<file path="src/rtl/cpu_pkg.sv">
// Shared fetch-stage definitions: sequencer state encoding, PC width,
// reset vector, sequential step and the redirect alignment mask.
package cpu_pkg;

  localparam int unsigned PC_WIDTH = 16;

  localparam logic [PC_WIDTH-1:0] RESET_PC   = 16'h0000;
  localparam logic [PC_WIDTH-1:0] PC_STEP    = 16'd2;
  // Instructions are halfword aligned, so redirect targets drop bit 0.
  localparam logic [PC_WIDTH-1:0] REDIR_MASK = 16'hFFFE;

  typedef enum logic [1:0] {
    StBoot,
    StRun,
    StWait,
    StHalt
  } seq_state_e;

endpackage

</file>
<file path="src/rtl/pc_incr.sv">
// Sequential PC incrementer: adds PC_STEP and wraps mod 2^PC_WIDTH.
// Ports:
//   pc      - current PC
//   pc_inc  - pc + PC_STEP (FFFE wraps to 0000)
module pc_incr
  import cpu_pkg::*;
(
  input  logic [PC_WIDTH-1:0] pc,
  output logic [PC_WIDTH-1:0] pc_inc
);

  // Carry out is discarded on purpose to get the wrap.
  assign pc_inc = pc + PC_STEP;

endmodule

</file>
<file path="src/rtl/pc_sequencer.sv">
// Next-PC controller for the fetch stage. Arbitrates halt, branch redirect,
// hazard stall, instruction-memory wait and sequential increment; flushes the
// IF/ID latch when a fetched word must be discarded. A redirect seen while
// memory is busy is held and applied in the cycle the fetch completes.
// Ports:
//   clk, rst    - clock (rising edge), asynchronous active-low reset
//   pc_cur      - current PC register value
//   imem_valid  - instruction memory returned the word at pc_cur
//   stall       - hazard unit requests PC hold
//   br_taken    - branch/jump resolved taken, target on br_target
//   br_target   - redirect address (bit 0 ignored)
//   halt_dec    - HLT opcode decoded
//   pc_next     - PC register data input
//   pc_freeze   - PC register write inhibit (1 = hold)
//   flush       - squash IF/ID latch at next edge
//   fetch_req   - instruction memory read request for pc_cur
//   halted      - core stopped
module pc_sequencer
  import cpu_pkg::*;
(
  input  logic                clk,
  input  logic                rst,
  input  logic [PC_WIDTH-1:0] pc_cur,
  input  logic                imem_valid,
  input  logic                stall,
  input  logic                br_taken,
  input  logic [PC_WIDTH-1:0] br_target,
  input  logic                halt_dec,
  output logic [PC_WIDTH-1:0] pc_next,
  output logic                pc_freeze,
  output logic                flush,
  output logic                fetch_req,
  output logic                halted
);

  seq_state_e          state_q, state_d;
  logic                redir_pend_q, redir_pend_d;
  logic [PC_WIDTH-1:0] redir_pc_q, redir_pc_d;
  logic [PC_WIDTH-1:0] pc_seq;
  logic [PC_WIDTH-1:0] br_aligned;

  pc_incr u_pc_incr (
    .pc     (pc_cur),
    .pc_inc (pc_seq)
  );

  assign br_aligned = br_target & REDIR_MASK;

  always_ff @(posedge clk or negedge rst) begin
    if (!rst) begin
      state_q      <= StBoot;
      redir_pend_q <= 1'b0;
      redir_pc_q   <= '0;
    end else begin
      state_q      <= state_d;
      redir_pend_q <= redir_pend_d;
      redir_pc_q   <= redir_pc_d;
    end
  end

  always_comb begin
    state_d      = state_q;
    redir_pend_d = redir_pend_q;
    redir_pc_d   = redir_pc_q;
    // Hold is the safe default; pc_next is don't-care while frozen.
    pc_next      = pc_cur;
    pc_freeze    = 1'b1;
    flush        = 1'b0;
    fetch_req    = 1'b0;
    halted       = 1'b0;

    unique case (state_q)
      StBoot: begin
        pc_next   = RESET_PC;
        pc_freeze = 1'b0;
        flush     = 1'b1;
        state_d   = StRun;
      end

      StRun: begin
        fetch_req = 1'b1;
        if (halt_dec) begin
          flush        = 1'b1;
          redir_pend_d = 1'b0;
          state_d      = StHalt;
        end else if (br_taken) begin
          if (imem_valid) begin
            pc_next   = br_aligned;
            pc_freeze = 1'b0;
            flush     = 1'b1;
          end else begin
            // Fetch still outstanding: park the target until it lands.
            redir_pc_d   = br_aligned;
            redir_pend_d = 1'b1;
            state_d      = StWait;
          end
        end else if (stall) begin
          // Hold in RUN; a stalled fetch is simply reissued.
        end else if (!imem_valid) begin
          state_d = StWait;
        end else begin
          pc_next   = pc_seq;
          pc_freeze = 1'b0;
        end
      end

      StWait: begin
        fetch_req = 1'b1;
        if (halt_dec) begin
          flush        = 1'b1;
          redir_pend_d = 1'b0;
          state_d      = StHalt;
        end else if (!imem_valid) begin
          if (br_taken) begin
            redir_pc_d   = br_aligned;
            redir_pend_d = 1'b1;
          end
        end else begin
          state_d      = StRun;
          redir_pend_d = 1'b0;
          // A fresh branch this cycle beats the parked one.
          if (br_taken) begin
            pc_next   = br_aligned;
            pc_freeze = 1'b0;
            flush     = 1'b1;
          end else if (redir_pend_q) begin
            pc_next   = redir_pc_q;
            pc_freeze = 1'b0;
            flush     = 1'b1;
          end else if (!stall) begin
            pc_next   = pc_seq;
            pc_freeze = 1'b0;
          end
        end
      end

      StHalt: begin
        halted = 1'b1;
      end

      default: begin
        state_d = StBoot;
      end
    endcase
  end

endmodule

</file>
<file path="config.mk">
export PLATFORM = sky130hd
export DESIGN_NAME = pc_sequencer
export DESIGN_NICKNAME = d
export VERILOG_FILES = /design/src/rtl/cpu_pkg.sv /design/src/rtl/pc_incr.sv /design/src/rtl/pc_sequencer.sv
export SDC_FILE = /design/constraint.sdc
export NUM_CORES = 1
export LEC_CHECK = 0
export BUFFER_PORTS_ARGS = -buffer_cell sky130_fd_sc_hd__clkbuf_2
export CORE_AREA = 10 10 89 91
export CTS_CLUSTER_DIAMETER = 80
export DETAILED_ROUTE_END_ITERATION = 12
export DIE_AREA = 0 0 99 101
export GPL_TIMING_DRIVEN = 1
export PLACE_DENSITY = 0.59
export SKIP_LAST_GASP = 1
export SLEW_MARGIN = 10
export SYNTH_ARGS = -nofsm -noshare
export SYNTH_HDL_FRONTEND = slang
export SYNTH_SLANG_ARGS = --single-unit
export TNS_END_PERCENT = 5
</file>
<file path="constraint.sdc">
create_clock -name clk -period 4.1 [get_ports clk]
set_input_delay 0.205 -clock clk [delete_from_list [all_inputs] [get_ports clk]]
set_output_delay 0.205 -clock clk [all_outputs]
set_load 0.02 [all_outputs]
</file>
## Yosys cells after proc, flatten, opt, wreduce, memory -nomap -nowiden

Cells that the tools add are included.

| storage, ports and cells | value |
|---|---|
| word-level logic and storage cells | 77 |
| output and inout bits | 20 |
| register bits | 19 |
| input port bits | 38 |

| cells by class | value |
|---|---|
| reduce and logical (&&, ||, !) cells | 7 |
| $add $sub $neg | 1 |
| multiplexer cells | 52 |
| equal/unequal tests | 14 |

Operator list:

| cell | number |
|---|---|
| $mux W16 | 16 |
| $pmux W16 S3 | 1 |
| $pmux W16 S2 | 1 |
| $mux W1 | 24 |
| $add A16 B2 Y16 const B | 1 |
| $mux W2 | 6 |
| $ne A2 B2 Y1 const B | 6 |
| $ne A3 B3 Y1 const B | 3 |
| $ne A4 B4 Y1 const B | 2 |
| $reduce_and A7 Y1 | 1 |
| $pmux W1 S3 | 2 |
| $pmux W2 S3 | 1 |
| $eq A2 B2 Y1 const B | 2 |
| $reduce_and A4 Y1 | 1 |
| $reduce_and A3 Y1 | 1 |
| $reduce_bool A3 Y1 | 1 |
| $eq A2 B1 Y1 const B | 1 |
| $logic_not A2 Y1 | 1 |
| $pmux W1 S2 | 1 |
| $reduce_bool A2 Y1 | 1 |
| $reduce_or A2 Y1 | 1 |

## Longest topological paths before layout

Gate-level depths: netlist of run 1.

| depth | value |
|---|---|
| depth after elaboration | 7 |
| gate-level depth with buffers | 8 |

## Cells and area by module

A second synthesis of run 1 with hierarchy kept.

| second synthesis, totals | value |
|---|---|
| cell total of the unflattened synthesis | 241 |
| area total of the unflattened synthesis | 1918.1 µm² |

Modules (own cells, without submodules):

| module | instances | cells an instance | area each (µm²) |
|---|---|---|---|
| pc_sequencer | 1 | 202 | 1630.3 |
| pc_incr | 1 | 39 | 287.8 |

## Worst setup path before layout of run 1

Ideal clock, no wire load.

| timing | value |
|---|---|
| path kind | reg2out |
| start | register state_q[0] |
| end | output port pc_next[4] |
| cell stages (with the launch flop) | 7 |
| buffers on the path | 3 |
| setup slack | 1.815 ns |
| required time | 3.895 ns |
| arrival | 2.080 ns |
| path through | dfrtp_1 -> ha_1 -> clkbuf_1 -> clkbuf_1 -> clkbuf_1 -> nor3_1 -> nor3_1 |

| between the ends | value |
|---|---|
| longest elaborated chain between the ends | 2 |

Ends and longest elaborated chain:

| what | RTL line | text |
|---|---|---|
| start: declaration | pc_sequencer.sv:36 | `seq_state_e state_q, state_d;` |
| start signal: assignment | pc_sequencer.sv:51 | `state_q <= StBoot;` |
| start signal: assignment | pc_sequencer.sv:55 | `state_q <= state_d;` |
| $eq A2 B2 Y1, or another cell as far along | pc_sequencer.sv:72 | `unique case (state_q)` |
| $pmux W16 S3 (*) | pc_sequencer.sv:72 |  |
| end: declaration | pc_sequencer.sv:29 | `output logic [PC_WIDTH-1:0] pc_next,` |

Mark *: on every way between the ends. The rest lies on a longest branch, timed or not.

## Worst setup path after layout of run 1

| timing | value |
|---|---|
| start | register state_q[0] |
| end | output port pc_next[7] |

Same word-level chain as after synthesis.

==> results of run 1 <==
placed cells by master, fill, tap and decap left out, types with 5 or more instances in the layout:
| cell type | n |
|---|---|
| sky130_fd_sc_hd__nor3_1 | 16 |
| sky130_fd_sc_hd__o22ai_1 | 11 |
| sky130_fd_sc_hd__a31oi_1 | 6 |
| sky130_fd_sc_hd__nand3_1 | 12 |
| sky130_fd_sc_hd__mux2_2 | 17 |
| sky130_fd_sc_hd__inv_1 | 10 |
| sky130_fd_sc_hd__nand4_1 | 5 |
| sky130_fd_sc_hd__o221ai_1 | 8 |
| sky130_fd_sc_hd__a21oi_1 | 23 |
| sky130_fd_sc_hd__buf_4 | 6 |
| sky130_fd_sc_hd__ha_1 | 6 |
| sky130_fd_sc_hd__nand2_1 | 30 |
| sky130_fd_sc_hd__o21ai_0 | 35 |
| sky130_fd_sc_hd__clkbuf_2 | 56 |
| sky130_fd_sc_hd__dfrtp_1 | 18 |
| sky130_fd_sc_hd__nand2b_1 | 5 |
| sky130_fd_sc_hd__nor2_1 | 26 |
| sky130_fd_sc_hd__xnor2_1 | 7 |
flip-flops by register name, summed over array words and instances, names as in the netlist:
signal        cells
state_q           2
redir_pend_q      1
redir_pc_q       15
layer usage:
metal  routed length (microns)  vias up  share of wire (%)  global-route usage [%]
met2                      4114      147                 46                   28.51
met5                         0        -                  0                       0
met4                       163        0                1.8                   6.064
met1                      3969     1344                 45                   22.83
met3                       664       18                7.5                   2.675
li1                          -     1339                  -                       -
metrics by stage:
step	total power [mW]	cell area, sq um
4_1_cts	1.629	2751
6_report	1.627	2751
5_1_grt	1.760	2751
3_3_place_gp	1.450	2686
3_5_place_dp	1.464	2686
2_1_floorplan	1.120	2377
logic make-up after synthesis:
group	synth area share, %
simple gates	27.00
buf+inv	6.474
xor+xnor	2.947
flops	18.95
mux	8.474
fa+ha+maj	3.158
compound gates	33.00
repair_timing:
item                                   4_1_cts  5_1_grt
setup buffers                                0        0
endpoints found under the hold margin       18        0
hold buffers                                 1        0
worst reg2reg max path: stages (launching register included):
cell and delay, ns:
sky130_fd_sc_hd__dfrtp_1 0.43, sky130_fd_sc_hd__inv_1 0.11, sky130_fd_sc_hd__ha_1 0.37, sky130_fd_sc_hd__nor2_1 0.19
sky130_fd_sc_hd__o21ai_1 0.74, sky130_fd_sc_hd__buf_4 0.32, sky130_fd_sc_hd__mux2_2 0.35
report_power, final:
group	internal (mW)	leakage, nW	switching, mW	total [mW]
logic	0.457	0.875	0.663	1.12
clock network	0.0858	0.0288	0.0768	0.163
registers	0.271	0.213	0.0735	0.344
total	0.813	1.12	0.813	1.63
path summary, 6_finish.rpt:
path,end,start,cells after the start,slack [ns]
max,pc_next[7],state_q[0],9,1.16
min,redir_pc_q[1],br_target[1],2,0.19
max reg2reg,redir_pc_q[7],state_q[0],6,1.47
min reg2reg,redir_pc_q[8],redir_pc_q[8],1,0.51
max in group asynchronous,redir_pc_q[12],rst,2,3.31
min in group asynchronous,redir_pc_q[1],rst,2,0.43
layout make-up:
cell class	instances	area [sq um]	area share [%]
multi-input cells	276	1773	64.44
flip-flops and latches	18	450.4	16.37
repair buffers	63	335.3	12.19
well taps	77	96.34	3.502
clock buffers	4	55.05	2.001
inverters	11	41.29	1.501
==> flow_summary.ini, run 1 <==
[drt]
drt.antenna.violating_nets = 0
dr_total_vias = 2848
dr.first_iter.drc_count = 309
routed_wire_length_per_instance_microns = 19.85
remaining_drc_errors = 0
vias_per_cell = 6.343
drt-pass1-iter-count = 5
drt_wl_total_microns = 8912

[cells_and_area]
final_net_count = 417
final_core_utilization_pct = 44.34
antennaDiodeCount = 0
syn_to_final_growth_pct = 15.74
filler_cell_count = 670
instances_no_fill = 449
post_route_cells_drive_above_1_share_pct = 25.27

[placed_design]
place.gp.congestion = 0.9228
dp_cells = 444
numPortBuffers = 56
dpl_worst_slack_ns = 1.470
hpwl_microns = 6709

[global_route]
grt_first_pass_wirelength_microns = 14630
global_route.overflow_total = 0
track_usage_pct = 17.52
antenna_found_initial = 0
grt_max_degree = 25
first_global_vias = 2769

[yosys]
ys.flop_type = sky130_fd_sc_hd__dfrtp_1
syn_inst = 331
synth_area_per_cell_sq_um = 7.182
synth-seq-area-share_pct = 18.95
yosysTopAreaCell = sky130_fd_sc_hd__dfrtp_1
synth-seq-cells = 18
post-synth-top-count-cell = sky130_fd_sc_hd__o21ai_0
ys_top_cells_by_count = sky130_fd_sc_hd__o21ai_0, sky130_fd_sc_hd__nand2_1, sky130_fd_sc_hd__nor2_1
synth_area_leaders = sky130_fd_sc_hd__dfrtp_1, sky130_fd_sc_hd__mux2_2, sky130_fd_sc_hd__o21ai_0
postSynth.asyncResetShare_pct = 100.0
synth_top_cell_area_share_pct = 18.95
post_synth_num_cell_types = 58
synth-warning-count = 0
syn-cell-area_sq_um = 2377
synth-edff-count = 0
postSynthNetCount = 375

[sta]
report.final.setup_viol = 0
post-route-period-util_pct = 71.81
max_clock_freq_mhz = 339.7
hold_violations = 0
worstMarginPinSlew_ns = 0.9701
rsz_0062_raised_after_global_routing = false
post-route-worst-setup-slack_ns = 1.156
clock-skew-final_ns = 0.007935
final.setup.tns_ns = 0
fin_crit_ns = 2.944
relSlewSlack_pct = 35.32
slew_violations = 0
fin_hold_ws_ns = 0.1899

[setup_path]
cp_data_arrival_time_ns = 2.74
timing.critical_path.buf_inv = 3
worst_setup_path_end_kind = primary output
critical_path_class = reg2out
worst-path-max-fanout = 8
setup.worst_path.start_class = flip-flop
family_with_the_most_delay_on_the_worst_path = simple AND/OR/NAND/NOR gates
cp_data_required_time_ns = 3.89
path_common_cell = sky130_fd_sc_hd__inv_1
crit_chain = inv_1 -> ha_1 -> inv_1 -> nor2_1 -> nand2_1 -> o31ai_1 -> a21oi_1 -> o21ai_0 -> clkbuf_2
critPathMaxStageDelay_ns = 0.45
worst_path_max_delay_cell = sky130_fd_sc_hd__nor2_1

[status]
status = completed

[job]
maxCapViolations = 0

[floorplan]
floorplan.io_pins = 58
placement_rows = 29
die_outline_area_sq_um = 9999
die_h_microns = 101
core-area_sq_um = 6205
initial_core_utilization_pct = 38.31
die_x_microns = 99

[clock_tree]
clk_path_buf_depth = 2
cts_tree = done
tritoncts_num_sinks = 18
clock_tree.htree_level_count = 1
cts_root_buf = sky130_fd_sc_hd__clkbuf_8
path_clk_slew_ns = 0.09
clk_latency_ns = 0.27
cts_made_buffers = 3
cts-resized-gates = 0

[power_and_ir_drop]
ir_drop_mv = 0.2739
p_leak_nw = 1.117
pwr_density_cell_nw_per_um2 = 591.2

[min_path]
worstHoldPathType = in2reg
No activity file was read; power rests on OpenSTA's default activity.
==> run 2: changes to the inputs <==
--- a/config.mk
+++ b/config.mk
@@ -5,13 +5,14 @@
 export SDC_FILE = /design/constraint.sdc
 export NUM_CORES = 1
 export LEC_CHECK = 0
+export ABC_AREA = 1
 export BUFFER_PORTS_ARGS = -buffer_cell sky130_fd_sc_hd__clkbuf_2
-export CORE_AREA = 10 10 89 91
+export CORE_AREA = 10 10 92 94
 export CTS_CLUSTER_DIAMETER = 80
 export DETAILED_ROUTE_END_ITERATION = 12
-export DIE_AREA = 0 0 99 101
+export DIE_AREA = 0 0 102 104
 export GPL_TIMING_DRIVEN = 1
-export PLACE_DENSITY = 0.59
+export PLACE_DENSITY = 0.58
 export SKIP_LAST_GASP = 1
 export SLEW_MARGIN = 10
 export SYNTH_ARGS = -nofsm -noshare
==> constraint.sdc (replaced) <==
create_clock -name clk -period 3 [get_ports clk]
set_input_delay 0.15 -clock clk [delete_from_list [all_inputs] [get_ports clk]]
set_output_delay 0.15 -clock clk [all_outputs]
set_load 0.02 [all_outputs]
==> flow_summary.ini, run 2 <==
[yosys]
synth-edff-count = 0
postSynth.asyncResetShare_pct = 100.0
synth_area_per_cell_sq_um = 6.090
ys_top_cells_by_count = sky130_fd_sc_hd__nand2_1, sky130_fd_sc_hd__a21oi_1, sky130_fd_sc_hd__nor2_1
synth_top_cell_area_share_pct = 17.53
post-synth-top-count-cell = sky130_fd_sc_hd__nand2_1
synth-seq-area-share_pct = 17.53
syn_inst = 422
synth_area_leaders = sky130_fd_sc_hd__dfrtp_1, sky130_fd_sc_hd__nand2_1, sky130_fd_sc_hd__a21oi_1
synth-warning-count = 0
yosysTopAreaCell = sky130_fd_sc_hd__dfrtp_1
ys.flop_type = sky130_fd_sc_hd__dfrtp_1
syn-cell-area_sq_um = 2570
post_synth_num_cell_types = 41
synth-seq-cells = 18
postSynthNetCount = 466

[global_route]
track_usage_pct = 17.18
grt_max_degree = 29
first_global_vias = 3021
grt_first_pass_wirelength_microns = 15150
antenna_found_initial = 0
global_route.overflow_total = 0

[sta]
slew_violations = 0
max_clock_freq_mhz = 390.2
report.final.setup_viol = 0
relSlewSlack_pct = 55.06
fin_crit_ns = 2.563
worstMarginPinSlew_ns = 0.6699
rsz_0062_raised_after_global_routing = false
clock-skew-final_ns = 0.001876
hold_violations = 0
post-route-period-util_pct = 85.44
final.setup.tns_ns = 0

[placed_design]
place.gp.congestion = 0.9054
dp_cells = 542
numPortBuffers = 56
hpwl_microns = 6869

[power_and_ir_drop]
p_leak_nw = 1.382
ir_drop_mv = 0.4155
pwr_density_cell_nw_per_um2 = 770.2

[cells_and_area]
layout.cells.most_common = sky130_fd_sc_hd__nand2_1
syn_to_final_growth_pct = 13.49
instances_no_fill = 547
filler_cell_count = 751
max_flop_register = redir_pc_q
final_core_utilization_pct = 43.65
post_route_cells_drive_above_1_share_pct = 20.77
layout_common_cells = sky130_fd_sc_hd__nand2_1, sky130_fd_sc_hd__a21oi_1, sky130_fd_sc_hd__clkbuf_2
largest_reg_flops = 15
final_net_count = 512
largest_registers = redir_pc_q: 15 flops, state_q: 2 flops, redir_pend_q: 1 flops
antennaDiodeCount = 0

[floorplan]
die_x_microns = 102
die_h_microns = 104
die_outline_area_sq_um = 10610
placement_rows = 30
core-area_sq_um = 6681
initial_core_utilization_pct = 38.46
floorplan.io_pins = 58

[drt]
remaining_drc_errors = 0
highest_layer = met4
drt-pass1-iter-count = 6
wl_met1_microns = 4240
drt.antenna.violating_nets = 0
dr.first_iter.drc_count = 387
dr_total_vias = 3146
vias_per_cell = 5.751
wl_met3_microns = 829
met2WireLength_microns = 4187
routed_wire_length_per_instance_microns = 17.07
drt_wl_total_microns = 9336

[job]
maxCapViolations = 0

[setup_path]
regToRegSetupSlack_ns = 0.79
setup.worst_path.start_class = flip-flop
cp_data_arrival_time_ns = 2.41
worst-path-max-fanout = 18
critical_path_class = reg2out
cp_data_required_time_ns = 2.85
worst_setup_path_end_kind = primary output

[clock_tree]
postCtsSetupRepairBufs = 0
cts_tree = done
clk_latency_ns = 0.25
cts_root_buf = sky130_fd_sc_hd__clkbuf_8
cts-resized-gates = 0
path_clk_slew_ns = 0.06
tritoncts_num_sinks = 18
clock_tree.htree_level_count = 1
clk_path_buf_depth = 2
cts_made_buffers = 3

[min_path]
worstHoldPathType = in2reg

[status]
status = completed
==> run 2: cell types whose count changed after synthesis, sizes merged, moves of 6 or more <==
| cell | before | now |
|---|---|---|
| a21oi | 23 | 58 |
| clkbuf | 14 | 8 |
| inv | 10 | 32 |
| nand2 | 30 | 107 |
| nand3 | 12 | 23 |
| nor2 | 27 | 55 |
| nor3 | 16 | 1 |
| xnor2 | 7 | 0 |
==> run 2: logic make-up after synthesis <==
| logic type | share of synthesized area [%] |
|---|---|
| AO/OA/AOI/OAI | 28.82 |
| buffers and inverters | 11.00 |
| AND/OR/NAND/NOR | 31.69 |
| adder cells (fa/ha/maj) | 2.921 |
| XOR/XNOR | 2.337 |
| flip-flops | 17.53 |
| multiplexers | 5.696 |
==> run 2: final timing paths <==
path / startpoint / end / cells after the start
min reg2reg: redir_pc_q[15] / redir_pc_q[15] / 1
min: br_target[6] / redir_pc_q[6] / 2
max: state_q[0] / pc_next[1] / 8
min in group asynchronous: rst / redir_pc_q[15] / 2
max in group asynchronous: rst / redir_pc_q[10] / 2
max reg2reg: state_q[0] / redir_pc_q[14] / 8
==> run 2: layout make-up <==
| cell class | instances | area [sq um] | share of cell area (%) |
|---|---|---|---|
| flip-flops and latches | 18 | 450.4 | 15.44 |
| repair buffers | 65 | 350.3 | 12.01 |
| clock buffers | 4 | 55.05 | 1.888 |
| well taps | 80 | 100.1 | 3.432 |
| inverters | 33 | 123.9 | 4.247 |
| multi-input cells | 347 | 1837 | 62.98 |
==> run 2: power breakdown <==
part,switching [mW],internal (mW),total (mW)
logic,1.01,0.600,1.61
clock network,0.0734,0.116,0.190
registers,0.0793,0.371,0.450
total,1.16,1.09,2.25
==> run 2: timing repair <==
item	CTS	global route
setup endpoints to repair	0	0
hold buffers	1	0
endpoints found under the hold margin	18	0
==> run 2: critical path, cell delays in order (launching register included) <==
cell,delay [ns]
sky130_fd_sc_hd__dfrtp_1,0.40
sky130_fd_sc_hd__ha_1,0.16
sky130_fd_sc_hd__buf_4,0.26
sky130_fd_sc_hd__clkinv_1,0.60
sky130_fd_sc_hd__nand3_1,0.26
sky130_fd_sc_hd__o21ai_0,0.11
sky130_fd_sc_hd__nand3_1,0.09
sky130_fd_sc_hd__o2111ai_1,0.10
sky130_fd_sc_hd__clkbuf_2,0.18
==> run 2: layer usage <==
layer / global-route usage [%] / vias to the layer above
li1: - / 1535
met1: 23.97 / 1445
met2: 26.07 / 154
met3: 2.724 / 12
met4: 5.242 / 0
met5: 0 / -
==> run 2: stage by stage <==
stage	setup slack [ns]	area [sq um]	hold slack, ns	total power, mW
finish	0.4369	2917	0.1569	2.246
global route	0.2258	2917	0.1583	2.433
CTS	0.4867	2917	0.1478	2.246
detailed placement	0.7624	2851	0.1129	2.043
global placement	0.7705	2851	0.1119	2.033
floorplan	1.024	2570	-0.1456	1.593
==> run 3: changes to the inputs <==
--- a/config.mk
+++ b/config.mk
@@ -7,10 +7,10 @@
 export LEC_CHECK = 0
 export ABC_AREA = 1
 export BUFFER_PORTS_ARGS = -buffer_cell sky130_fd_sc_hd__clkbuf_2
-export CORE_AREA = 10 10 92 94
+export CORE_AREA = 2 2 84 86
 export CTS_CLUSTER_DIAMETER = 80
 export DETAILED_ROUTE_END_ITERATION = 12
-export DIE_AREA = 0 0 102 104
+export DIE_AREA = 0 0 86 88
 export GPL_TIMING_DRIVEN = 1
 export PLACE_DENSITY = 0.58
 export SKIP_LAST_GASP = 1
==> flow_summary.ini, run 3 (same netlist as run 2, synthesis figures left out) <==
[setup_path]
cp_data_arrival_time_ns = 2.41
setup.worst_path.start_class = flip-flop
timing.critical_path.from = state_q[0]
critical_path_class = reg2out
cp_data_required_time_ns = 2.85
crit-reg2reg-launch = state_q[1]
worst-path-max-fanout = 18
worst_setup_path_end_kind = primary output

[power_and_ir_drop]
pwr_density_cell_nw_per_um2 = 768.2
p_leak_nw = 1.383
totalPowerFinal_mw = 2.241
ir_drop_mv = 0.4595

[clock_tree]
path_clk_slew_ns = 0.06
tritoncts_num_sinks = 18
cts_made_buffers = 3
clk_latency_ns = 0.25
postCtsSetupRepairBufs = 0
clk_path_buf_depth = 2
cts_root_buf = sky130_fd_sc_hd__clkbuf_8
cts_tree = done
clock_tree.htree_level_count = 1

[min_path]
startpoint_of_the_worst_hold_path = br_target[9]
worstHoldPathType = in2reg

[sta]
clock-skew-final_ns = 0.002507
final.setup.tns_ns = 0
max_clock_freq_mhz = 389.9
worstMarginPinSlew_ns = 0.6600
hold_violations = 0
fin_crit_ns = 2.565
rsz_0062_raised_after_global_routing = false
post-route-period-util_pct = 85.50
slew_violations = 0
relSlewSlack_pct = 55.73
report.final.setup_viol = 0

[global_route]
track_usage_pct = 23.80
global_route_met1_usage_pct = 35.37
first_global_vias = 2768
grt_util_met2_pct = 36.08
grt_busiest_layer = met2
global_route.overflow_total = 0
grt_max_degree = 29
met3_usage_pct = 2.922
grt_first_pass_wirelength_microns = 14250
antenna_found_initial = 1

[floorplan]
floorplan.io_pins = 58
die_h_microns = 88
placement_rows = 30
initial_core_utilization_pct = 38.68
die_x_microns = 86
core-area_sq_um = 6644
die_outline_area_sq_um = 7568

[drt]
remaining_drc_errors = 0
routed_wire_length_per_instance_microns = 16.61
drt.antenna.violating_nets = 0
drt-pass1-iter-count = 5
drt_wl_total_microns = 9085
vias_per_cell = 5.775
dr.first_iter.drc_count = 290
dr_total_vias = 3159

[cells_and_area]
largest_reg_flops = 15
max_flop_register = redir_pc_q
post_route_cells_drive_above_1_share_pct = 20.77
instances_no_fill = 547
syn_to_final_growth_pct = 13.49
layout.cells.most_common = sky130_fd_sc_hd__nand2_1
layout_common_cells = sky130_fd_sc_hd__nand2_1, sky130_fd_sc_hd__a21oi_1, sky130_fd_sc_hd__clkbuf_2
largest_registers = redir_pc_q: 15 flops, state_q: 2 flops, redir_pend_q: 1 flops
final_net_count = 512
antennaDiodeCount = 0

[status]
status = completed

[placed_design]
numPortBuffers = 56
dp_cells = 542
hpwl_microns = 6619
place.gp.congestion = 0.9071

[job]
maxCapViolations = 0
==> run 3: cell counts in the layout (fill, tap and decap cells not counted) <==
No cell type changed its count.
==> run 3: timing repair <==
action / CTS / global route
hold endpoints to repair: 18 / 0
resized for setup: 0 / 0
hold buffers: 1 / 0
==> run 3: worst paths after layout <==
path / cells past startpoint / endpoint / slack [ns]
setup / recovery: 8 / pc_next[1] / 0.44
setup reg to reg: 7 / redir_pc_q[4] / 0.72
hold / removal: 2 / redir_pc_q[9] / 0.15
min in group asynchronous: 2 / redir_pc_q[14] / 0.37
max in group asynchronous: 2 / redir_pc_q[10] / 2.33
hold reg to reg: 2 / redir_pc_q[3] / 0.50
==> run 3: cell type report <==
type	count	area, sq um
Fill cell	736	3727
Clock buffer	4	55.05
Tap cell	80	100.1
Multi-Input combinational cell	347	1837
Sequential cell	18	450.4
Inverter	33	123.9
Timing Repair Buffer	65	350.3
==> run 3: metrics by stage <==
step                      instance area (sq um)  setup slack (ns)  util [%]  hold WS, ns
after floorplan                            2570             1.024         -      -0.1456
after global placement                     2851            0.7372     42.92       0.1092
after detailed placement                   2851            0.7337     42.92       0.1116
after CTS                                  2917            0.4606     43.90       0.1440
after global routing                       2917            0.2407     43.90       0.1518
final                                      2917            0.4350     43.90       0.1513
==> run 3: routing by layer <==
layer | vias to the layer above | share of wire (%)
met5 | - | 0.14
met4 | 2 | 1.4
met3 | 14 | 8.5
met2 | 169 | 43
met1 | 1436 | 46
li1 | 1538 | -
==> run 3: critical path, stage by stage, from the launching register on <==
cell and delay (ns):
sky130_fd_sc_hd__dfrtp_1 0.39, sky130_fd_sc_hd__ha_1 0.16, sky130_fd_sc_hd__buf_4 0.26, sky130_fd_sc_hd__clkinv_1 0.59
sky130_fd_sc_hd__nand3_1 0.26, sky130_fd_sc_hd__o21ai_0 0.12, sky130_fd_sc_hd__nand3_1 0.08, sky130_fd_sc_hd__o2111ai_1 0.11
sky130_fd_sc_hd__clkbuf_2 0.18
==> run 3: report_power, final <==
part	total (mW)	internal [mW]	switching, mW	leakage [nW]
Clock	0.190	0.116	0.0738	0.0288
Combinational	1.60	0.600	1.00	1.14
Sequential	0.448	0.371	0.0770	0.213
Total	2.24	1.09	1.15	1.38
